## src/rtl/ahb_pkg.sv

```systemverilog
`default_nettype none
// ============================================================================
// Module      : ahb_pkg
// Description : Shared AHB-Lite definitions for the uio responder: transfer
//               type encoding, hsize / hresp constants and the responder
//               state encoding (also used by the testbench).
// Revision    : 1.0 - initial release
// ============================================================================
package ahb_pkg;

    typedef enum logic [1:0] {
        HTRANS_IDLE   = 2'b00,
        HTRANS_BUSY   = 2'b01,
        HTRANS_NONSEQ = 2'b10,
        HTRANS_SEQ    = 2'b11
    } htrans_t;

    localparam logic [2:0] HSIZE_BYTE = 3'b000;
    localparam logic [2:0] HSIZE_HALF = 3'b001;
    localparam logic [2:0] HSIZE_WORD = 3'b010;

    localparam logic HRESP_OKAY  = 1'b0;
    localparam logic HRESP_ERROR = 1'b1;

    typedef enum logic [2:0] {
        ST_IDLE    = 3'd0,
        ST_ADDR    = 3'd1,
        ST_WR      = 3'd2,
        ST_TURN    = 3'd3,
        ST_RD_DONE = 3'd4,
        ST_ERR1    = 3'd5,
        ST_ERR2    = 3'd6
    } resp_state_t;

endpackage
`default_nettype wire

```

## src/rtl/ahb_uio_responder_if.sv

```systemverilog
`default_nettype none
// ============================================================================
// Module      : ahb_uio_responder_if
// Description : AHB-Lite bus bundle between the dcache master and the uio
//               responder.
//   master modport : drives hsel, haddr, htrans, hwrite, hsize, hwdata
//                    samples hrdata, hready, hresp
//   slave  modport : the reverse
// Revision    : 1.0 - initial release
// ============================================================================
interface ahb_uio_responder_if #(
    parameter int ADDR_W = 8,
    parameter int DATA_W = 8
);
    import ahb_pkg::*;

    logic              hsel;
    logic [ADDR_W-1:0] haddr;
    htrans_t           htrans;
    logic              hwrite;
    logic [2:0]        hsize;
    logic [DATA_W-1:0] hwdata;
    logic [DATA_W-1:0] hrdata;
    logic              hready;
    logic              hresp;

    modport master (
        output hsel, haddr, htrans, hwrite, hsize, hwdata,
        input  hrdata, hready, hresp
    );

    modport slave (
        input  hsel, haddr, htrans, hwrite, hsize, hwdata,
        output hrdata, hready, hresp
    );

endinterface
`default_nettype wire

```

## src/rtl/ahb_wait_counter.sv

```systemverilog
`default_nettype none
// ============================================================================
// Module      : ahb_wait_counter
// Description : Loadable 4-bit down-counter with a done flag. Load wins over
//               count; the counter parks at zero.
//   clk, rst_n  : clock, asynchronous active-low reset
//   load_i      : load load_val_i this cycle
//   load_val_i  : value to load
//   en_i        : count down by one (when not loading and not zero)
//   done_o      : count is zero
// Revision    : 1.0 - initial release
// ============================================================================
module ahb_wait_counter (
    input  wire        clk,
    input  wire        rst_n,
    input  wire        load_i,
    input  wire  [3:0] load_val_i,
    input  wire        en_i,
    output logic       done_o
);

    logic [3:0] count_q;
    logic [3:0] count_d;

    always_comb begin
        count_d = count_q;
        if (load_i) begin
            count_d = load_val_i;
        end else if (en_i && (count_q != 4'd0)) begin
            count_d = count_q - 4'd1;
        end
    end

    always_ff @(posedge clk or negedge rst_n) begin
        if (!rst_n) begin
            count_q <= 4'd0;
        end else begin
            count_q <= count_d;
        end
    end

    assign done_o = (count_q == 4'd0);

endmodule
`default_nettype wire

```

## src/rtl/ahb_uio_responder.sv

```systemverilog
`default_nettype none
// ============================================================================
// Module      : ahb_uio_responder
// Description : AHB-Lite responder that turns single-byte transfers into a
//               multiplexed address/data transaction on the 8-bit uio pins,
//               stretching the data phase with hready.
//   clk, rst_n      : clock, asynchronous active-low reset
//   bus (slave)     : AHB-Lite hsel/haddr/htrans/hwrite/hsize/hwdata in,
//                     hrdata/hready/hresp out
//   ext_in          : uio input path (read data from the device)
//   ext_out, ext_oe : uio output path and per-pin output enable
//   ext_ale, ext_we : address-latch and write strobes
// Optional build macro AHB_UIO_ERR_RESP_EN: non-byte transfers receive the
// two-cycle ERROR response instead of being treated as byte accesses.
// Revision    : 1.0 - initial release
// ============================================================================
module ahb_uio_responder
    import ahb_pkg::*;
#(
    parameter int ADDR_W      = 8,
    parameter int DATA_W      = 8,
    parameter int WAIT_CYCLES = 2
) (
    input  wire              clk,
    input  wire              rst_n,
    ahb_uio_responder_if.slave bus,
    input  wire        [7:0] ext_in,
    output logic       [7:0] ext_out,
    output logic       [7:0] ext_oe,
    output logic             ext_ale,
    output logic             ext_we
);

    generate
        if (WAIT_CYCLES < 1 || WAIT_CYCLES > 15) begin : g_bad_wait_cycles
            $error("ahb_uio_responder: WAIT_CYCLES must be in 1..15");
        end
        if (DATA_W != 8 || ADDR_W < 8) begin : g_bad_width
            $error("ahb_uio_responder: DATA_W must be 8 and ADDR_W at least 8");
        end
    endgenerate

    // Counter preload so that TURN lasts exactly WAIT_CYCLES cycles.
    localparam logic [3:0] C_TURN_LOAD = 4'(WAIT_CYCLES - 1);

    resp_state_t       state_q;
    resp_state_t       state_d;
    resp_state_t       w_accept_next;
    logic [7:0]        addr_q;
    logic [7:0]        wdata_q;
    logic              write_q;
    logic [DATA_W-1:0] hrdata_q;

    logic w_accept;
    logic w_size_err;
    logic w_cnt_load;
    logic w_cnt_en;
    logic w_cnt_done;
    logic w_hready;
    logic w_hresp;
    logic w_unused;

    // Only a NONSEQ/SEQ address phase seen while ready starts a transfer.
    assign w_accept = bus.hsel && bus.htrans[1] && w_hready;

`ifdef AHB_UIO_ERR_RESP_EN
    assign w_size_err = (bus.hsize != HSIZE_BYTE);
`else
    assign w_size_err = 1'b0;
`endif

    // Destination from any cycle with hready=1 (IDLE or a completion cycle).
    assign w_accept_next = !w_accept ? ST_IDLE : (w_size_err ? ST_ERR1 : ST_ADDR);

    // Bits of the bus that do not reach the pins in every build.
    assign w_unused = ^{bus.haddr, bus.htrans, bus.hsize};

    // ---------------------------------------------------------------- state
    always_ff @(posedge clk or negedge rst_n) begin
        if (!rst_n) begin
            state_q <= ST_IDLE;
        end else begin
            state_q <= state_d;
        end
    end

    // ----------------------------------------------------------- next state
    always_comb begin
        state_d = state_q;
        case (state_q)
            ST_IDLE,
            ST_WR,
            ST_RD_DONE: state_d = w_accept_next;
            ST_ADDR:    state_d = write_q ? ST_WR : ST_TURN;
            ST_TURN:    if (w_cnt_done) state_d = ST_RD_DONE;
`ifdef AHB_UIO_ERR_RESP_EN
            ST_ERR1:    state_d = ST_ERR2;
            ST_ERR2:    state_d = w_accept_next;
`endif
            default:    state_d = ST_IDLE;
        endcase
    end

    // --------------------------------------------------------------- outputs
    always_comb begin
        w_hready = 1'b1;
        w_hresp  = HRESP_OKAY;
        ext_out  = 8'h00;
        ext_oe   = 8'h00;
        ext_ale  = 1'b0;
        ext_we   = 1'b0;
        case (state_q)
            ST_ADDR: begin
                w_hready = 1'b0;
                ext_oe   = 8'hFF;
                ext_out  = addr_q;
                ext_ale  = 1'b1;
            end
            ST_WR: begin
                ext_oe   = 8'hFF;
                ext_out  = wdata_q;
                ext_we   = 1'b1;
            end
            // Pins released for the whole turnaround before ext_in is sampled.
            ST_TURN: w_hready = 1'b0;
`ifdef AHB_UIO_ERR_RESP_EN
            ST_ERR1: begin
                w_hready = 1'b0;
                w_hresp  = HRESP_ERROR;
            end
            ST_ERR2: w_hresp = HRESP_ERROR;
`endif
            default: ;
        endcase
    end

    // -------------------------------------------------------------- datapath
    always_ff @(posedge clk or negedge rst_n) begin
        if (!rst_n) begin
            addr_q   <= 8'h00;
            write_q  <= 1'b0;
            wdata_q  <= 8'h00;
            hrdata_q <= '0;
        end else begin
            if (w_accept) begin
                addr_q  <= bus.haddr[7:0];
                write_q <= bus.hwrite;
            end
            // hwdata belongs to the data phase, which is the ADDR cycle here.
            if (state_q == ST_ADDR) begin
                wdata_q <= bus.hwdata[7:0];
            end
            // Sampled on the edge that leaves the last TURN cycle; held after.
            if ((state_q == ST_TURN) && w_cnt_done) begin
                hrdata_q <= ext_in;
            end
        end
    end

    assign w_cnt_load = (state_q == ST_ADDR) && !write_q;
    assign w_cnt_en   = (state_q == ST_TURN);

    ahb_wait_counter u_turn_cnt (
        .clk        (clk),
        .rst_n      (rst_n),
        .load_i     (w_cnt_load),
        .load_val_i (C_TURN_LOAD),
        .en_i       (w_cnt_en),
        .done_o     (w_cnt_done)
    );

    assign bus.hrdata = hrdata_q;
    assign bus.hready = w_hready;
    assign bus.hresp  = w_hresp;

endmodule
`default_nettype wire

```

## src/flat_wrapper.sv

```systemverilog
// flat-port wrapper written by rule: the top's interface ports become plain ports
module ahb_uio_responder_flat import ahb_pkg::*;
#(
    parameter int ADDR_W      = 8,
    parameter int DATA_W      = 8,
    parameter int WAIT_CYCLES = 2
)
  (clk, rst_n, ext_in, ext_out, ext_oe, ext_ale, ext_we, bus_hsel, bus_haddr, bus_htrans, bus_hwrite, bus_hsize, bus_hwdata, bus_hrdata, bus_hready, bus_hresp);
  ahb_uio_responder_if #(.ADDR_W(ADDR_W), .DATA_W(DATA_W)) bus_i ();
  input  wire clk;
  input  wire rst_n;
  input  wire        [7:0] ext_in;
  output logic       [7:0] ext_out;
  output logic       [7:0] ext_oe;
  output logic ext_ale;
  output logic ext_we;
  input wire logic [$bits(bus_i.hsel)-1:0] bus_hsel;
  input wire logic [$bits(bus_i.haddr)-1:0] bus_haddr;
  input wire logic [$bits(bus_i.htrans)-1:0] bus_htrans;
  input wire logic [$bits(bus_i.hwrite)-1:0] bus_hwrite;
  input wire logic [$bits(bus_i.hsize)-1:0] bus_hsize;
  input wire logic [$bits(bus_i.hwdata)-1:0] bus_hwdata;
  output wire logic [$bits(bus_i.hrdata)-1:0] bus_hrdata;
  output wire logic [$bits(bus_i.hready)-1:0] bus_hready;
  output wire logic [$bits(bus_i.hresp)-1:0] bus_hresp;
  assign bus_i.hsel = bus_hsel;
  assign bus_i.haddr = bus_haddr;
  assign bus_i.htrans = bus_htrans;
  assign bus_i.hwrite = bus_hwrite;
  assign bus_i.hsize = bus_hsize;
  assign bus_i.hwdata = bus_hwdata;
  assign bus_hrdata = bus_i.hrdata;
  assign bus_hready = bus_i.hready;
  assign bus_hresp = bus_i.hresp;
  ahb_uio_responder #(.ADDR_W(ADDR_W), .DATA_W(DATA_W), .WAIT_CYCLES(WAIT_CYCLES)) u_core (.clk(clk), .rst_n(rst_n), .bus(bus_i), .ext_in(ext_in), .ext_out(ext_out), .ext_oe(ext_oe), .ext_ale(ext_ale), .ext_we(ext_we));
endmodule
```

## config.mk

```make
export PLATFORM = sky130hd
export DESIGN_NAME = ahb_uio_responder_flat
export DESIGN_NICKNAME = d
export VERILOG_FILES = /design/src/rtl/ahb_pkg.sv /design/src/rtl/ahb_uio_responder_if.sv /design/src/rtl/ahb_wait_counter.sv /design/src/rtl/ahb_uio_responder.sv /design/src/flat_wrapper.sv
export SDC_FILE = /design/constraint.sdc
export NUM_CORES = 1
export LEC_CHECK = 0
export CAP_MARGIN = 20
export CORE_ASPECT_RATIO = 0.7
export CORE_MARGIN = 5
export CORE_UTILIZATION = 45
export DETAILED_ROUTE_END_ITERATION = 16
export DONT_BUFFER_PORTS = 1
export HOLD_SLACK_MARGIN = 0.06
export PLACE_DENSITY_LB_ADDON = 0.05
export SETUP_SLACK_MARGIN = 0.05
export SLEW_MARGIN = 25
export SYNTH_ARGS = -nofsm -noshare
export SYNTH_HDL_FRONTEND = slang
export SYNTH_SLANG_ARGS = --single-unit
```

## constraint.sdc

```tcl
create_clock -name clk -period 1.7 [get_ports clk]
set_input_delay 0.255 -clock clk [delete_from_list [all_inputs] [get_ports clk]]
set_output_delay 0.255 -clock clk [all_outputs]
set_load 0.02 [all_outputs]
```

==> run summary, run 1 <==
* **result of the run** complete, but fails checks
* **violated checks** negative setup slack
* **CTS sink count** 32
* **cells taking the most area after synthesis** sky130_fd_sc_hd__dfrtp_1 (55%), sky130_fd_sc_hd__mux2_2 (15%), sky130_fd_sc_hd__a22o_1 (4.8%)
* **number of buffers and inverters on the critical path** 2
* **fraction of post-synthesis cell area in the top cell type by area** 54.84%
* **TritonCTS clock tree** done
* **layout-stage area growth over the synthesis result** 32.13%
* **delay of the slowest critical-path stage** 0.43 ns
* **total congestion overflow after global routing** 0
* **Final Hold Viols** 0
* **total number of yosys warnings** 0
* **routability congestion estimate from global placement** 0.7094
* **number of non-filler instances in the completed layout** 168
* **die span in x** 78.09 um
* **Vias/cell** 5.429
* **Nets** 164
* **worst setup slack after placement** -0.05736 ns
* **Crit-path slowest cell** sky130_fd_sc_hd__or3b_4
* **count of port buffers added during placement** 0
* **maximum clock path buffer count** 2
* **share of synthesized cell area in and, or, nand and nor gates** 7.626%
* **first-pass GRT wire length** 4961 um
* **detailed placement HPWL** 2177 um
* **Post-synth EDFFs** 0
* **Distinct cells, synth** 28
* **share of the synthesized area in compound gates (AO/OA/AOI/OAI)** 8.483%
* **Seq. cell area** 800.8 um^2
* **antenna-violating nets left** 0
* **vias in the first global route** 976
* **max-slew violation count** 0
* **endpoints failing setup** 11
* **Die Y** 57.66 um
* **library cell used as clock root buffer** sky130_fd_sc_hd__clkbuf_8
* **combinational family with the most area after synthesis** multiplexers
* **PwrDens** 2338 nW/um^2
* **standard-cell row count** 17
* **ANT cells** 0
* **ratio of cells with drive above 1 in the final layout** 55.38%
* **post-detailed-route wirelength per cell** 18.72 um
* **setup TNS** -0.3039 ns
* **number of cells after detailed placement** 152
* **synthesis-stage register bit count** 32
* **worst path cell trace** or3b_4, buf_6, nand2b_4, buf_12
* **highest fanout seen on the critical path** 5
* **Critical Path Source Type** register
* **area taken by multi-input logic gates** 700.7 um^2
* **Post-Syn Instances** 108
* **starting density of the core** 46.70%
* **reported leakage power** 0.8716 nW
* **post-route worst setup slack** -0.04328 ns
* **worst min-delay path class** input pin to register
* **Final Cycle Share** 102.5%
* **portion of netlist area occupied by mux cells** 20.65%
* **Maximum Capacitance Violations** 0
* **floorplan die area** 4502 um^2
* **wire length reported by the detailed router** 3145 um
* **CTS HTree Levels** 2
* **type of element capturing the critical path** output pin
* **first drt pass iteration count** 4
* **placeable core area** 3127 um^2
* **category of the critical setup timing path** register to output pin
* **async set-or-reset flop fraction in the synthesized netlist** 100.0%
* **Peak Freq** 573.6 MHz
* **Tot Pwr** 0.004510 W
* **syn avg cell area** 13.52 um^2
* **setup repair after global routing missed its margin** true
* **CP arrival** 1.49 ns
* **post-synthesis share of cell area spent on full adders, half adders and majority gates** 1.714%
* **Worst Skew** 0.004247 ns
* **number of buffers created by CTS** 5
* **cell type with the highest aggregate area in the netlist** sky130_fd_sc_hd__dfrtp_1
* **Post-Synthesis Cell Area** 1460 um^2
* **required time reported for the critical path endpoint** 1.44 ns
* **total global routing track utilization** 14.88%
* **min cycle time layout** 1.743 ns
* **Remaining DRCs** 0
* **fraction of the yosys area taken by sequential cells** 54.84%
* **family of cells with the greatest summed delay on the critical path** simple AND/OR/NAND/NOR gates
* **vias after detailed routing** 912
* **most frequently used cell type in the post-synthesis netlist** sky130_fd_sc_hd__dfrtp_1
* **number of nets produced by synthesis** 143
* **Post-Route Utilization** 61.70%
* **Worst-Skew Late Latency** 0.28 ns
* **parity-gate share of the synthesized area counting xor and xnor cells** 0%
* **clock slew at reported path FFs** 0.07 ns
* **worst-case vdd ir drop** 1.058 mV
* **Detailed Route Iter0 Violations** 37
* **I/O pin count** 61
* **largest net degree at the start of global routing** 33
* **primary flip-flop cell chosen by synthesis mapping** sky130_fd_sc_hd__dfrtp_1
* **most instantiated cells after synthesis** sky130_fd_sc_hd__dfrtp_1 (32), sky130_fd_sc_hd__mux2_2 (20), sky130_fd_sc_hd__a22o_1 (8), sky130_fd_sc_hd__buf_4 (8), sky130_fd_sc_hd__mux2_1 (5)
* **Filler Cells Inserted** 252
* **number of antenna violations at the first check in global routing** 0
## worst paths after layout
| check | to | slack [ns] | start | cells after the start |
|---|---|---|---|---|
| min in group asynchronous | u_core.bus.hrdata[0]$_DFFE_PN0P_ | 0.41 | rst_n | 2 |
| min reg2reg | u_core.wdata_q[0]$_DFFE_PN0N_ | 0.51 | u_core.wdata_q[0]$_DFFE_PN0N_ | 1 |
| max in group asynchronous | u_core.wdata_q[0]$_DFFE_PN0N_ | 1.12 | rst_n | 2 |
| max | ext_oe[0] | -0.04 | u_core.state_q[1]$_DFFE_PN0P_ | 4 |
| min | u_core.wdata_q[6]$_DFFE_PN0N_ | 0.1 | bus_hwdata[6] | 1 |
| max reg2reg | u_core.bus.hrdata[6]$_DFFE_PN0P_ | 0 | u_core.u_turn_cnt.count_q[1]$_DFFE_PN0P_ | 5 |
## registers in the layout (all words and copies together), names as in the netlist
| signal | flops |
|---|---|
| u_core.bus.hrdata | 8 |
| u_core.state_q | 3 |
| u_core.addr_q | 8 |
| u_core.write_q | 1 |
| u_core.wdata_q | 8 |
| u_core.u_turn_cnt.count_q | 4 |
## repair_timing
action | in CTS | in global routing
cloned | 1 | 0
setup buffers | 4 | 1
hold buffers | 2 | 0
endpoints found under the hold margin | 32 | 0
resized for setup | 13 | 22
pin swaps | 5 | 6
endpoints found under the setup margin | 25 | 29
## metal layers
| metal | vias to the layer above | routed length, um | GRT usage (%) |
|---|---|---|---|
| met5 | - | 0 | 0 |
| met4 | 0 | 48 | 5.783 |
| met3 | 4 | 373 | 10.40 |
| met2 | 37 | 1359 | 20.52 |
| met1 | 447 | 1363 | 18.07 |
| li1 | 424 | - | - |
## layout by cell type (no fill, tap or decap), types with 2 or more instances in the layout
cell type,Yosys,routed
sky130_fd_sc_hd__buf_4,8,15
sky130_fd_sc_hd__mux2i_1,2,2
sky130_fd_sc_hd__mux2_2,20,12
sky130_fd_sc_hd__nand3b_1,2,2
sky130_fd_sc_hd__mux2_1,5,5
sky130_fd_sc_hd__o221ai_1,2,2
sky130_fd_sc_hd__clkbuf_8,0,5
sky130_fd_sc_hd__a22o_4,0,6
sky130_fd_sc_hd__nand2_1,2,2
sky130_fd_sc_hd__buf_12,0,4
sky130_fd_sc_hd__or3b_4,0,2
sky130_fd_sc_hd__a22o_2,0,2
sky130_fd_sc_hd__mux2_4,0,8
sky130_fd_sc_hd__buf_6,0,4
sky130_fd_sc_hd__inv_2,0,2
sky130_fd_sc_hd__dfrtp_1,32,32
sky130_fd_sc_hd__inv_1,4,2
sky130_fd_sc_hd__nor2_4,1,2
## stage by stage
step	hold WS [ns]	area [um^2]
after floorplan	-0.04059	1479
after global placement	-0.03988	1614
after detailed placement	-0.03998	1614
after CTS	0.08793	1833
after global routing	0.08312	1929
final	0.09667	1929
## power by group
part           internal (W)  switching (W)
combinational       0.00115        0.00109
sequential          0.00114       0.000401
clock              0.000433       0.000289
total               0.00273        0.00178
## cell families after synthesis
family / after synthesis
buffers and inverters: 16
DFF: 32
AOI/OAI and AO/OA: 15
and+or+nand+nor: 15
adders and majority gates: 2
muxes: 27
other: 1
## area by class of cell
type / instances / share of cell area [%]
Timing Repair Buffer: 24 / 12.84
Multi-Input combinational cell: 61 / 36.32
Clock inverter: 3 / 2.205
Sequential cell: 32 / 41.50
Tap cell: 38 / 2.464
Inverter: 5 / 1.102
Clock buffer: 5 / 3.567
No activity file was read; power rests on OpenSTA's default activity.
==> run 2: changes to the inputs <==
Settings changed: SLEW_MARGIN 25 to unset.
==> results of run 2 <==
Same layout as run 1: the final DEF is identical, and so are final timing and power.
